[src/rtl/timer_display.sv]
// Time-multiplexes BCD timer and score digits onto a 4-digit active-low seven-segment display.
// Latency: seg/dp/an are registered, one cycle behind the idx/shadow/blink state.
// Backpressure: none; the scan is free-running and inputs are sampled once per frame.
module timer_display #(
    parameter int SCAN_DIV  = 100000,
    parameter int BLINK_DIV = 25000000
) (
    input  logic       clk,
    input  logic       rst,
    input  logic [3:0] sec_tens,
    input  logic [3:0] sec_ones,
    input  logic [3:0] score_tens,
    input  logic [3:0] score_ones,
    input  logic       pause,
    input  logic       end_game,
    output logic [6:0] seg,
    output logic       dp,
    output logic [3:0] an
);

    localparam int SW = (SCAN_DIV  > 1) ? $clog2(SCAN_DIV)  : 1;
    localparam int BW = (BLINK_DIV > 1) ? $clog2(BLINK_DIV) : 1;

    logic [SW-1:0] scan_cnt;
    logic [1:0]    idx;
    logic          scan_tc;
    logic          frame_wrap;

    logic [3:0]    sh_sec_tens, sh_sec_ones, sh_score_tens, sh_score_ones;
    logic          sh_pause, sh_end_game;

    logic [BW-1:0] blink_cnt;
    logic          blink;
    logic          blink_tc;
    logic          blink_clr;

    logic [3:0]    digit;
    logic          blank;
    logic [6:0]    seg_nxt;
    logic          dp_nxt;
    logic [3:0]    an_nxt;

    function automatic logic [6:0] decode(input logic [3:0] d);
        case (d)
            4'd0:    decode = 7'b1000000;
            4'd1:    decode = 7'b1111001;
            4'd2:    decode = 7'b0100100;
            4'd3:    decode = 7'b0110000;
            4'd4:    decode = 7'b0011001;
            4'd5:    decode = 7'b0010010;
            4'd6:    decode = 7'b0000010;
            4'd7:    decode = 7'b1111000;
            4'd8:    decode = 7'b0000000;
            4'd9:    decode = 7'b0010000;
            default: decode = 7'b0111111;
        endcase
    endfunction

    assign scan_tc    = (scan_cnt == SW'(SCAN_DIV - 1));
    assign frame_wrap = scan_tc && (idx == 2'd3);

    always_ff @(posedge clk or posedge rst) begin
        if (rst) begin
            scan_cnt <= '0;
            idx      <= '0;
        end else if (scan_tc) begin
            scan_cnt <= '0;
            idx      <= idx + 2'd1;
        end else begin
            scan_cnt <= scan_cnt + SW'(1);
        end
    end

    // Shadows load on the same edge idx wraps to 0, so a frame never mixes old and new values.
    always_ff @(posedge clk or posedge rst) begin
        if (rst) begin
            sh_sec_tens   <= '0;
            sh_sec_ones   <= '0;
            sh_score_tens <= '0;
            sh_score_ones <= '0;
            sh_pause      <= 1'b0;
            sh_end_game   <= 1'b0;
        end else if (frame_wrap) begin
            sh_sec_tens   <= sec_tens;
            sh_sec_ones   <= sec_ones;
            sh_score_tens <= score_tens;
            sh_score_ones <= score_ones;
            sh_pause      <= pause;
            sh_end_game   <= end_game;
        end
    end

    // Clear at the boundary that drops pause/end_game so the display is visible immediately.
    assign blink_tc  = (blink_cnt == BW'(BLINK_DIV - 1));
    assign blink_clr = !(sh_pause || sh_end_game) || (frame_wrap && !(pause || end_game));

    always_ff @(posedge clk or posedge rst) begin
        if (rst) begin
            blink_cnt <= '0;
            blink     <= 1'b0;
        end else if (blink_clr) begin
            blink_cnt <= '0;
            blink     <= 1'b0;
        end else if (blink_tc) begin
            blink_cnt <= '0;
            blink     <= ~blink;
        end else begin
            blink_cnt <= blink_cnt + BW'(1);
        end
    end

    always_comb begin
        digit = 4'd0;
        case (idx)
            2'd3:    digit = sh_sec_tens;
            2'd2:    digit = sh_sec_ones;
            2'd1:    digit = sh_score_tens;
            default: digit = sh_score_ones;
        endcase
        blank = (sh_end_game && blink)
             || (!sh_end_game && sh_pause && blink && idx[1])
             || ((idx == 2'd1) && (sh_score_tens == 4'd0));
        seg_nxt = blank ? 7'b1111111 : decode(digit);
        dp_nxt  = !((idx == 2'd2) && !blank);
        an_nxt  = ~(4'b0001 << idx);
    end

    always_ff @(posedge clk or posedge rst) begin
        if (rst) begin
            seg <= 7'b1111111;
            dp  <= 1'b1;
            an  <= 4'b1111;
        end else begin
            seg <= seg_nxt;
            dp  <= dp_nxt;
            an  <= an_nxt;
        end
    end

endmodule

[config.mk]
export PLATFORM = sky130hd
export DESIGN_NAME = timer_display
export DESIGN_NICKNAME = d
export VERILOG_FILES = /design/src/rtl/timer_display.sv
export SDC_FILE = /design/constraint.sdc
export NUM_CORES = 1
export LEC_CHECK = 0
export ABC_AREA = 1
export CORE_ASPECT_RATIO = 0.7
export CORE_MARGIN = 2
export CORE_UTILIZATION = 53
export DETAILED_ROUTE_END_ITERATION = 8
export PLACE_DENSITY = 0.84
export SLEW_MARGIN = 30
export SYNTH_ARGS = -nofsm -noshare
export SYNTH_HDL_FRONTEND = slang
export SYNTH_SLANG_ARGS = --single-unit
[constraint.sdc]
create_clock -name clk -period 2.61 [get_ports clk]
set_input_delay 0.6525 -clock clk [delete_from_list [all_inputs] [get_ports clk]]
set_output_delay 0.6525 -clock clk [all_outputs]
set_load 0.005 [all_outputs]
Word level (Yosys, flattened, before mapping)
Memories as Yosys holds them, arrays and structs flattened.
Cells that the tools add are included.
{ "word_totals": {"elab_cells": 52, "output_inout_bits": 12, "memories": 1, "romBits": 112, "reg_bits": 75} }
{ "op_classes": {"add_sub_neg": 3, "mux": 7, "n_bitwise": 2, "n_eq_ne": 5, "n_reduce_logical": 20, "n_shift": 1} }
{ "memory_table": {"columns": ["name", "depth", "width", "rd", "rd_clocked_by_memory_dff", "wr", "line_no", "rtl"], "rows": [
  ["(name not given)", 16, 7, 1, 0, 0, "44", "case (d)"]
]} }
{ "op_table": {"columns": ["operator", "n"], "rows": [
  ["$mux W25", 2],
  ["$add A25 B1 Y25 const B", 1],
  ["$eq A25 B25 Y1 const B", 1],
  ["$add A17 B1 Y17 const B", 1],
  ["$eq A17 B17 Y1 const B", 1],
  ["$mux W17", 1],
  ["$pmux W4 S3", 1],
  ["$logic_and A1 B1 Y1", 8],
  ["$mux W7", 1],
  ["$logic_not A1 Y1", 5],
  ["$logic_or A1 B1 Y1", 5],
  ["$eq A2 B2 Y1 const B", 2],
  ["$logic_not A4 Y1", 1],
  ["$not A4 Y4", 1],
  ["$shl A1 B2 Y4 const A", 1],
  ["$add A2 B1 Y2 const B", 1],
  ["$eq A2 B1 Y1 const B", 1],
  ["$mux W1", 2],
  ["$reduce_bool A2 Y1", 1],
  ["$not A1 Y1", 1]
]} }

Logic depth before layout (Yosys ltp)
Gate-level depths: netlist (run 1).
{ "depth": {"ltp_word": 9, "ltp_mapped": 12, "depth_no_buf": 12} }

Least setup slack after synthesis (run 1)
OpenSTA, ideal clock, no wires.
{ "synth_path": {"path_kind": "register -> register", "startpoint": "register idx[0]", "endpoint": "register seg[3]", "stages_incl_launch_ff": 12, "setup_time_ns": 0.061, "slack_ns": 0.792, "period_less_slack_ns": 1.818, "arrival_time_ns": 1.757, "path_buffers": 0, "cell_sequence": "dfrtp_1 -> inv_1 -> ha_1 -> nand2_1 -> nand2_1 -> nor2_1 -> nor2_1 -> inv_1 -> ha_1 -> o21ai_0 -> nand2_1 -> nand2_1"} }
{ "synth_via": {"elab_chain_cells": 4} }
{ "synth_rtl": {"columns": ["item", "line_no", "rtl"], "rows": [
  ["start: declaration", "25", "logic [1:0] idx;"],
  ["start signal: assignment", "68", "idx <= idx + 2'd1;"],
  ["$eq A2 B1 Y1 or $eq A2 B2 Y1 (tied branches)", "114, 122", null],
  ["$pmux W4 S3 or $logic_and A1 B1 Y1 (tied branches)", "114, 122", null],
  ["$mem_v2 Z16 W7 or $logic_or A1 B1 Y1 (tied branches)", null, null],
  ["$mux W7 (*)", "123", "seg_nxt = blank ? 7'b1111111 : decode(digit);"],
  ["net seg_nxt[3]", "39", "logic [6:0] seg_nxt;"],
  ["end signal: assignment", "134", "seg <= seg_nxt;"],
  ["end: declaration", "16", "output logic [6:0] seg,"]
]} }
Mark *: on every way through the listed nets, which the timed path passes. The rest lies on a longest branch.
A chain may end at the register's enable or synchronous reset.

Worst setup path in the final report (run 1)
{ "layout_path": {"startpoint": "register idx[1]", "endpoint": "register seg[3]"} }
{ "layout_via": {"elab_chain_cells": 4} }
{ "layout_rtl": {"columns": ["item", "line_no", "rtl"], "rows": [
  ["$eq A2 B1 Y1, or another cell as far along", "114, 122", null],
  ["$pmux W4 S3, or another cell as far along", "114", "case (idx)"],
  ["$mem_v2 Z16 W7 or $logic_or A1 B1 Y1 (tied branches)", null, null],
  ["$mux W7 (*)", "123", null],
  ["net seg_nxt[3]", "39", null]
]} }
Marked as above.

==> impl_metrics.ini, run 1 <==
[sta]
worst_slew_margin_rel_pct = 51.7
transition_at_the_pin_with_the_smallest_max_transition_slack_ns = 0.718
max_clock_freq_ghz = 0.456
worst_hold_slack_ns = 0.477
timing.final.crit_share_pct = 84.0
worst_clock_skew_ns = 0.0114
hold_violations = 0
setup_tns_ns = 0
rsz_0062_raised_after_global_routing = no
timing.final.max_slew_violations = 0
setup_viol = 0
layout_min_cycle_time_ns = 2.19

[cells_and_area]
postLayoutCellArea_um2 = 4780
nets = 609
flow.area_growth_from_synthesis_pct = 15.7
insertedDiodeCount = 0
finish.utilization_pct = 64.4
drive_above_1_share_pct = 10.6

[clock_tree]
htree_levels = 3
numCtsBuffers = 9
cts_root_buffer = sky130_fd_sc_hd__clkbuf_8
cts_tree = built
post_cts_resized = 0
cts_setup_buffers = 0
clkLatencyLatePin_ns = 0.36
clk_path_buf_depth = 2
clock_sinks = 75
ctsHoldBuffers = 0
worst_setup_hold_path_clk_slew_ns = 0.08

[synth]
synth_area_um2 = 4130
synthDistinctLibCells = 31
syn-instance-count = 541
yosys.area.top_type = sky130_fd_sc_hd__dfrtp_1
syn-num-nets = 571
synth.top_cells.by_count = sky130_fd_sc_hd__nand2_1 (151), sky130_fd_sc_hd__nor2_1 (96), sky130_fd_sc_hd__inv_1 (83), sky130_fd_sc_hd__dfrtp_1 (63), sky130_fd_sc_hd__nand3_1 (22)
post-synth-top-count-cell = sky130_fd_sc_hd__nand2_1
synth_seq_cells = 75
synth_enable_flop_cells = 0
postSynth.asyncResetShare_pct = 100
ys_top_cells_by_area = sky130_fd_sc_hd__dfrtp_1 (38%), sky130_fd_sc_hd__nand2_1 (14%), sky130_fd_sc_hd__nor2_1 (8.7%)
seq_area_frac_synth_pct = 45.8
share_of_yosys_cell_area_claimed_by_the_top_area_cell_type_pct = 38.1
dominantRegCellSynth = sky130_fd_sc_hd__dfrtp_1
yosysWarnings = 0
synthesis.area_per_instance_um2 = 7.64

[power]
worst_ir_drop_vdd_uv = 425
clock_power_share_pct = 46.9
p_int_uw = 1820
p_leak_uw = 0.00226
comb_power_share_pct = 2.8
p_total_uw = 2310
power_density_nw_per_um2 = 483
switchingPower_uw = 481
netSwitchingFraction_pct = 20.9
seqPwrFrac_pct = 50.4

[global_routing]
first_pass_grt_wire_length_um = 15800
grt_util_all_layers_pct = 23.8
global_route.overflow_total = 0
pin_count_of_the_biggest_net_entering_global_routing = 63
grt_pass1_vias = 3392
grt_antenna_before_repair = 0

[placed_design]
hpwl_um = 6660
gpl.final_weighted_congestion = 0.970
port_buffers = 31
place_area_um2 = 4540

[die]
floorplan.initialDensity_pct = 55.7
die-width_um = 110
fp.dieH_um = 77.9
total_core_area_um2 = 7420
dieArea_um2 = 8530
io_pins = 32
num_rows = 26

[job]
drv_cap = 0

[worst_hold_path]
worstHoldPathCells = 1
holdCritPathClass = reg -> reg

[route]
detailroute.via_count = 3543
ant_nets = 0
remaining_drc_errors = 0
vias_per_cell = 5.20
routed_wl_um = 8910
drtPass1Iterations = 4
dr.first_iter.drc_count = 271
post_drt_wl_per_cell_um = 13.1

[setup_path]
critPathCaptureType = register
arrival_ns = 2.48
worst-path-max-fanout = 7
timing.critical_path.from_type = register
worst-endpoint-required_ns = 2.90
crit_type = reg -> reg
timing.reg2reg.worst_path_depth = 10

[outcome]
run_status = completed
[registers in the layout, indices dropped and copies added, names as in the netlist]
| signal | count |
|---|---|
| seg | 7 |
| sh_score_ones | 4 |
| sh_pause | 1 |
| scan_cnt | 17 |
| idx | 2 |
| sh_sec_tens | 4 |
| sh_score_tens | 4 |
| blink_cnt | 25 |
| sh_end_game | 1 |
| blink | 1 |
| dp | 1 |
| sh_sec_ones | 4 |
| an | 4 |
[metrics by stage]
stage / cells / setup WS [ns]
after global placement: 666 / 0.679
after floorplan: 541 / 0.0674
after detailed placement: 666 / 0.479
after global routing: 682 / 0.202
final: 682 / 0.418
after CTS: 682 / 0.447
[routing by layer]
metal / track usage (%) / wire [µm]
met1: 32.7 / 4040
met5: 0 / 0
met2: 36.4 / 4060
met4: 7.22 / 176
met3: 6.72 / 639
[power by group through the flow]
| stage | sequential, µW | combinational [µW] | clock (µW) |
|---|---|---|---|
| final | 1160 | 63.5 | 1080 |
| after floorplan | 1180 | 25.1 | 0 |
| after global placement | 1180 | 64.9 | 0 |
| after detailed placement | 1180 | 65.6 | 0 |
| after global routing | 1160 | 72.6 | 1150 |
| after CTS | 1160 | 65.7 | 1090 |
[layout make-up]
class	count	area (µm²)
multi-input combinational	376	1870
inverter	84	315
timing repair buffer	33	338
clock buffer	9	124
fill	633	2640
sequential	75	1890
clock inverter	7	116
tap	98	123
[final timing paths]
kind                                  startpoint                       to  slack, ns
max                           idx[1]$_DFFE_PP0N_         seg[3]$_DFF_PP1_       0.42
min                        scan_cnt[0]$_DFF_PP0_    scan_cnt[0]$_DFF_PP0_       0.48
max reg2reg                   idx[1]$_DFFE_PP0N_         seg[3]$_DFF_PP1_       0.42
min reg2reg                scan_cnt[0]$_DFF_PP0_    scan_cnt[0]$_DFF_PP0_       0.48
max in group asynchronous                    rst         seg[3]$_DFF_PP1_       1.33
min in group asynchronous                    rst  blink_cnt[14]$_DFF_PP0_       0.58
[layout by cell type, fill, tap and decap left out, types with 2 or more instances in the layout]
cell type and instances:
sky130_fd_sc_hd__o21ai_0 12, sky130_fd_sc_hd__inv_1 82, sky130_fd_sc_hd__xnor2_1 2, sky130_fd_sc_hd__o21bai_1 2
sky130_fd_sc_hd__nor2_1 96, sky130_fd_sc_hd__dfstp_2 12, sky130_fd_sc_hd__nand2_1 151, sky130_fd_sc_hd__xor2_1 18
sky130_fd_sc_hd__ha_1 10, sky130_fd_sc_hd__clkinv_2 2, sky130_fd_sc_hd__nand3_1 22, sky130_fd_sc_hd__nand4_1 12
sky130_fd_sc_hd__nand2_2 3, sky130_fd_sc_hd__o21ai_2 18, sky130_fd_sc_hd__clkdlybuf4s50_1 31, sky130_fd_sc_hd__dfrtp_1 63
sky130_fd_sc_hd__clkbuf_8 9, sky130_fd_sc_hd__nor3_1 13, sky130_fd_sc_hd__or2_2 3, sky130_fd_sc_hd__bufinv_16 3
sky130_fd_sc_hd__inv_2 2, sky130_fd_sc_hd__a21oi_1 4
[cells by family (layout without fill, tap and decap cells)]
group,Yosys count,count (layout),share of synthesized area (%)
buffers and inverters,90,133,8.93
adders and majority gates,10,10,3.03
AOI/OAI and AO/OA,39,39,6.81
DFF,75,75,45.8
and+or+nand+nor,307,307,31.2
xor gates and xnor gates,20,20,4.24
[worst max-delay path: stages, from the launching register on]
cell and delay, ns:
sky130_fd_sc_hd__dfrtp_1 0.41, sky130_fd_sc_hd__ha_1 0.36, sky130_fd_sc_hd__nand2_1 0.14, sky130_fd_sc_hd__nand2_1 0.08, sky130_fd_sc_hd__nor2_1 0.05, sky130_fd_sc_hd__nor2_1 0.30, sky130_fd_sc_hd__inv_1 0.15, sky130_fd_sc_hd__ha_1 0.32
sky130_fd_sc_hd__o21ai_0 0.17, sky130_fd_sc_hd__nand2_1 0.07, sky130_fd_sc_hd__nand2_1 0.07
Power figures use the tool's default switching activity.
==> inputs of run 2 (changes only) <==
Settings changed: CORE_UTILIZATION 53 to 59, PLACE_DENSITY 0.84 to 0.88.
Clock period 2.61 ns to 2.2 ns, I/O delays scaled along.
==> run 2 against run 1 <==
  * Total power rose by 10%
  * Register-to-register slack got worse by 0.22 ns
  * Combinational power rose by 23%
  * Largest power group unchanged
  * Non-clock buffer count rose by 5
  * Sequential power rose by 19%
  * Routed wire length rose by 4.2%
  * Flip-flop and latch count did not move
  * Critical endpoint unchanged
  * Hold slack improved by 0.0025 ns
  * Critical path depth rose by 1
  * Final cell count rose by 0.15%
  * Via count rose by 0.76%
==> impl_metrics.ini, run 2 (synthesized netlist as in run 1, its figures left out) <==
[outcome]
run_status = completed

[route]
detailroute.via_count = 3570
routed_wl_um = 9280
dr.first_iter.drc_count = 249
remaining_drc_errors = 0
drtPass1Iterations = 5
vias_per_cell = 5.23
ant_nets = 0
post_drt_wl_per_cell_um = 13.6

[setup_path]
worst-path-max-fanout = 8
reg_to_reg_startpoint = idx[0]$_DFFE_PP0N_
setup.worst_path.start = idx[0]$_DFFE_PP0N_
critPathCaptureType = register
timing.critical_path.from_type = register
arrival_ns = 2.30
crit_type = reg -> reg
worst-endpoint-required_ns = 2.51

[placed_design]
pre_cts_ws_ns = 0.204
hpwl_um = 6880
gpl.final_weighted_congestion = 0.962
port_buffers = 31

[cells_and_area]
nets = 614
drive_above_1_share_pct = 11.5
mostFrequentLayoutCells = sky130_fd_sc_hd__nand2_1 (151), sky130_fd_sc_hd__nor2_1 (96), sky130_fd_sc_hd__inv_1 (81)
largest_register_ffs = 25
insertedDiodeCount = 0
layout.cells.most_common = sky130_fd_sc_hd__nand2_1
top_regs = blink_cnt (25), scan_cnt (17), seg (7)
finish.utilization_pct = 70.7
flow.area_growth_from_synthesis_pct = 15.6
regMostFlops = blink_cnt

[job]
drv_cap = 0

[sta]
worst_clock_skew_ns = 0.0137
hold_violations = 0
worst_slew_margin_rel_pct = 70.3
timing.final.max_slew_violations = 0
final.setup.worst_slack_ns = 0.201
worst_hold_slack_ns = 0.480
max_clock_freq_ghz = 0.500
timing.final.crit_share_pct = 90.9
layout_min_cycle_time_ns = 2.00
rsz_0062_raised_after_global_routing = no
transition_at_the_pin_with_the_smallest_max_transition_slack_ns = 0.446
setup_viol = 0
setup_tns_ns = 0

[clock_tree]
htree_levels = 3
clk_path_buf_depth = 2
cts_tree = built
clkLatencyLatePin_ns = 0.36
clock_sinks = 75
cts_setup_buffers = 0
worst_setup_hold_path_clk_slew_ns = 0.08
cts_root_buffer = sky130_fd_sc_hd__clkbuf_8
numCtsBuffers = 9

[global_routing]
grt_antenna_before_repair = 0
grt_pass1_vias = 3376
pin_count_of_the_biggest_net_entering_global_routing = 49
grt_util_all_layers_pct = 26.4
first_pass_grt_wire_length_um = 15900
global_route.overflow_total = 0

[die]
io_pins = 32
die-width_um = 104
total_core_area_um2 = 6760
floorplan.initialDensity_pct = 61.2
fp.dieH_um = 74.0
dieArea_um2 = 7700
num_rows = 25

[worst_hold_path]
holdCritPathClass = reg -> reg
worstHoldStart = scan_cnt[0]$_DFF_PP0_

[power]
power_density_nw_per_um2 = 533
worst_ir_drop_vdd_uv = 334
p_leak_uw = 0.00226
==> run 2: cell count changes in the layout (fill, tap and decap cells not counted), sizes merged <==
cell	before	now
inv	84	85
clkbuf	9	10
clkinv	3	2
clkinvlp	1	2
bufinv	3	1
buf	2	7
==> run 2: path summary, 6_finish.rpt <==
kind / endpoint / slack, ns / depth (start not counted)
min reg2reg: scan_cnt[0]$_DFF_PP0_ / 0.48 / 1
max: seg[3]$_DFF_PP1_ / 0.20 / 11
max in group asynchronous: seg[2]$_DFF_PP1_ / 1.08 / 3
min in group asynchronous: scan_cnt[4]$_DFF_PP0_ / 0.51 / 2
min: scan_cnt[0]$_DFF_PP0_ / 0.48 / 1
max reg2reg: seg[3]$_DFF_PP1_ / 0.20 / 11
==> run 2: cell type report <==
class	instances	area (µm²)
fillers	539	1980
flip-flops and latches	75	1890
multi-input cells	376	1870
repair buffers	38	375
inverters	84	319
clock buffers	10	128
well taps	94	118
clock inverters	6	72.6
==> run 2: power breakdown <==
group | total [µW] | internal (µW) | switching [µW]
logic | 77.9 | 36.9 | 41.0
registers | 1380 | 1380 | 0
clock network | 1090 | 536 | 555
total | 2550 | 1950 | 596
==> run 2: critical path: stages, from the launching register on <==
cell	delay (ns)
sky130_fd_sc_hd__dfrtp_1	0.41
sky130_fd_sc_hd__inv_1	0.15
sky130_fd_sc_hd__ha_1	0.18
sky130_fd_sc_hd__inv_1	0.12
sky130_fd_sc_hd__nand2_1	0.11
sky130_fd_sc_hd__nor2_1	0.06
sky130_fd_sc_hd__nor2_2	0.17
sky130_fd_sc_hd__inv_1	0.11
sky130_fd_sc_hd__ha_1	0.32
sky130_fd_sc_hd__o21ai_0	0.19
sky130_fd_sc_hd__nand2_1	0.07
sky130_fd_sc_hd__nand2_1	0.06
==> run 2: layer usage <==
metal	vias up	GRT usage (%)	part of all wire (%)
met5	-	0	0
li1	1750	-	-
met4	0	8.11	1.0
met2	124	40.9	44
met3	12	8.24	7.6
met1	1684	36.4	48
==> run 2: per-stage QoR <==
step                instance area, µm²  cells  total power (µW)
floorplan                         4140    541              1440
global placement                  4580    667              1480
detailed placement                4580    667              1490
CTS                               4780    683              2570
global route                      4780    683              2630
finish                            4780    683              2550
==> run 2: what timing repair did <==
item / CTS / global route
endpoints found under the setup margin: 0 / 1
resized for setup: 0 / 2
hold buffers: 0 / 0
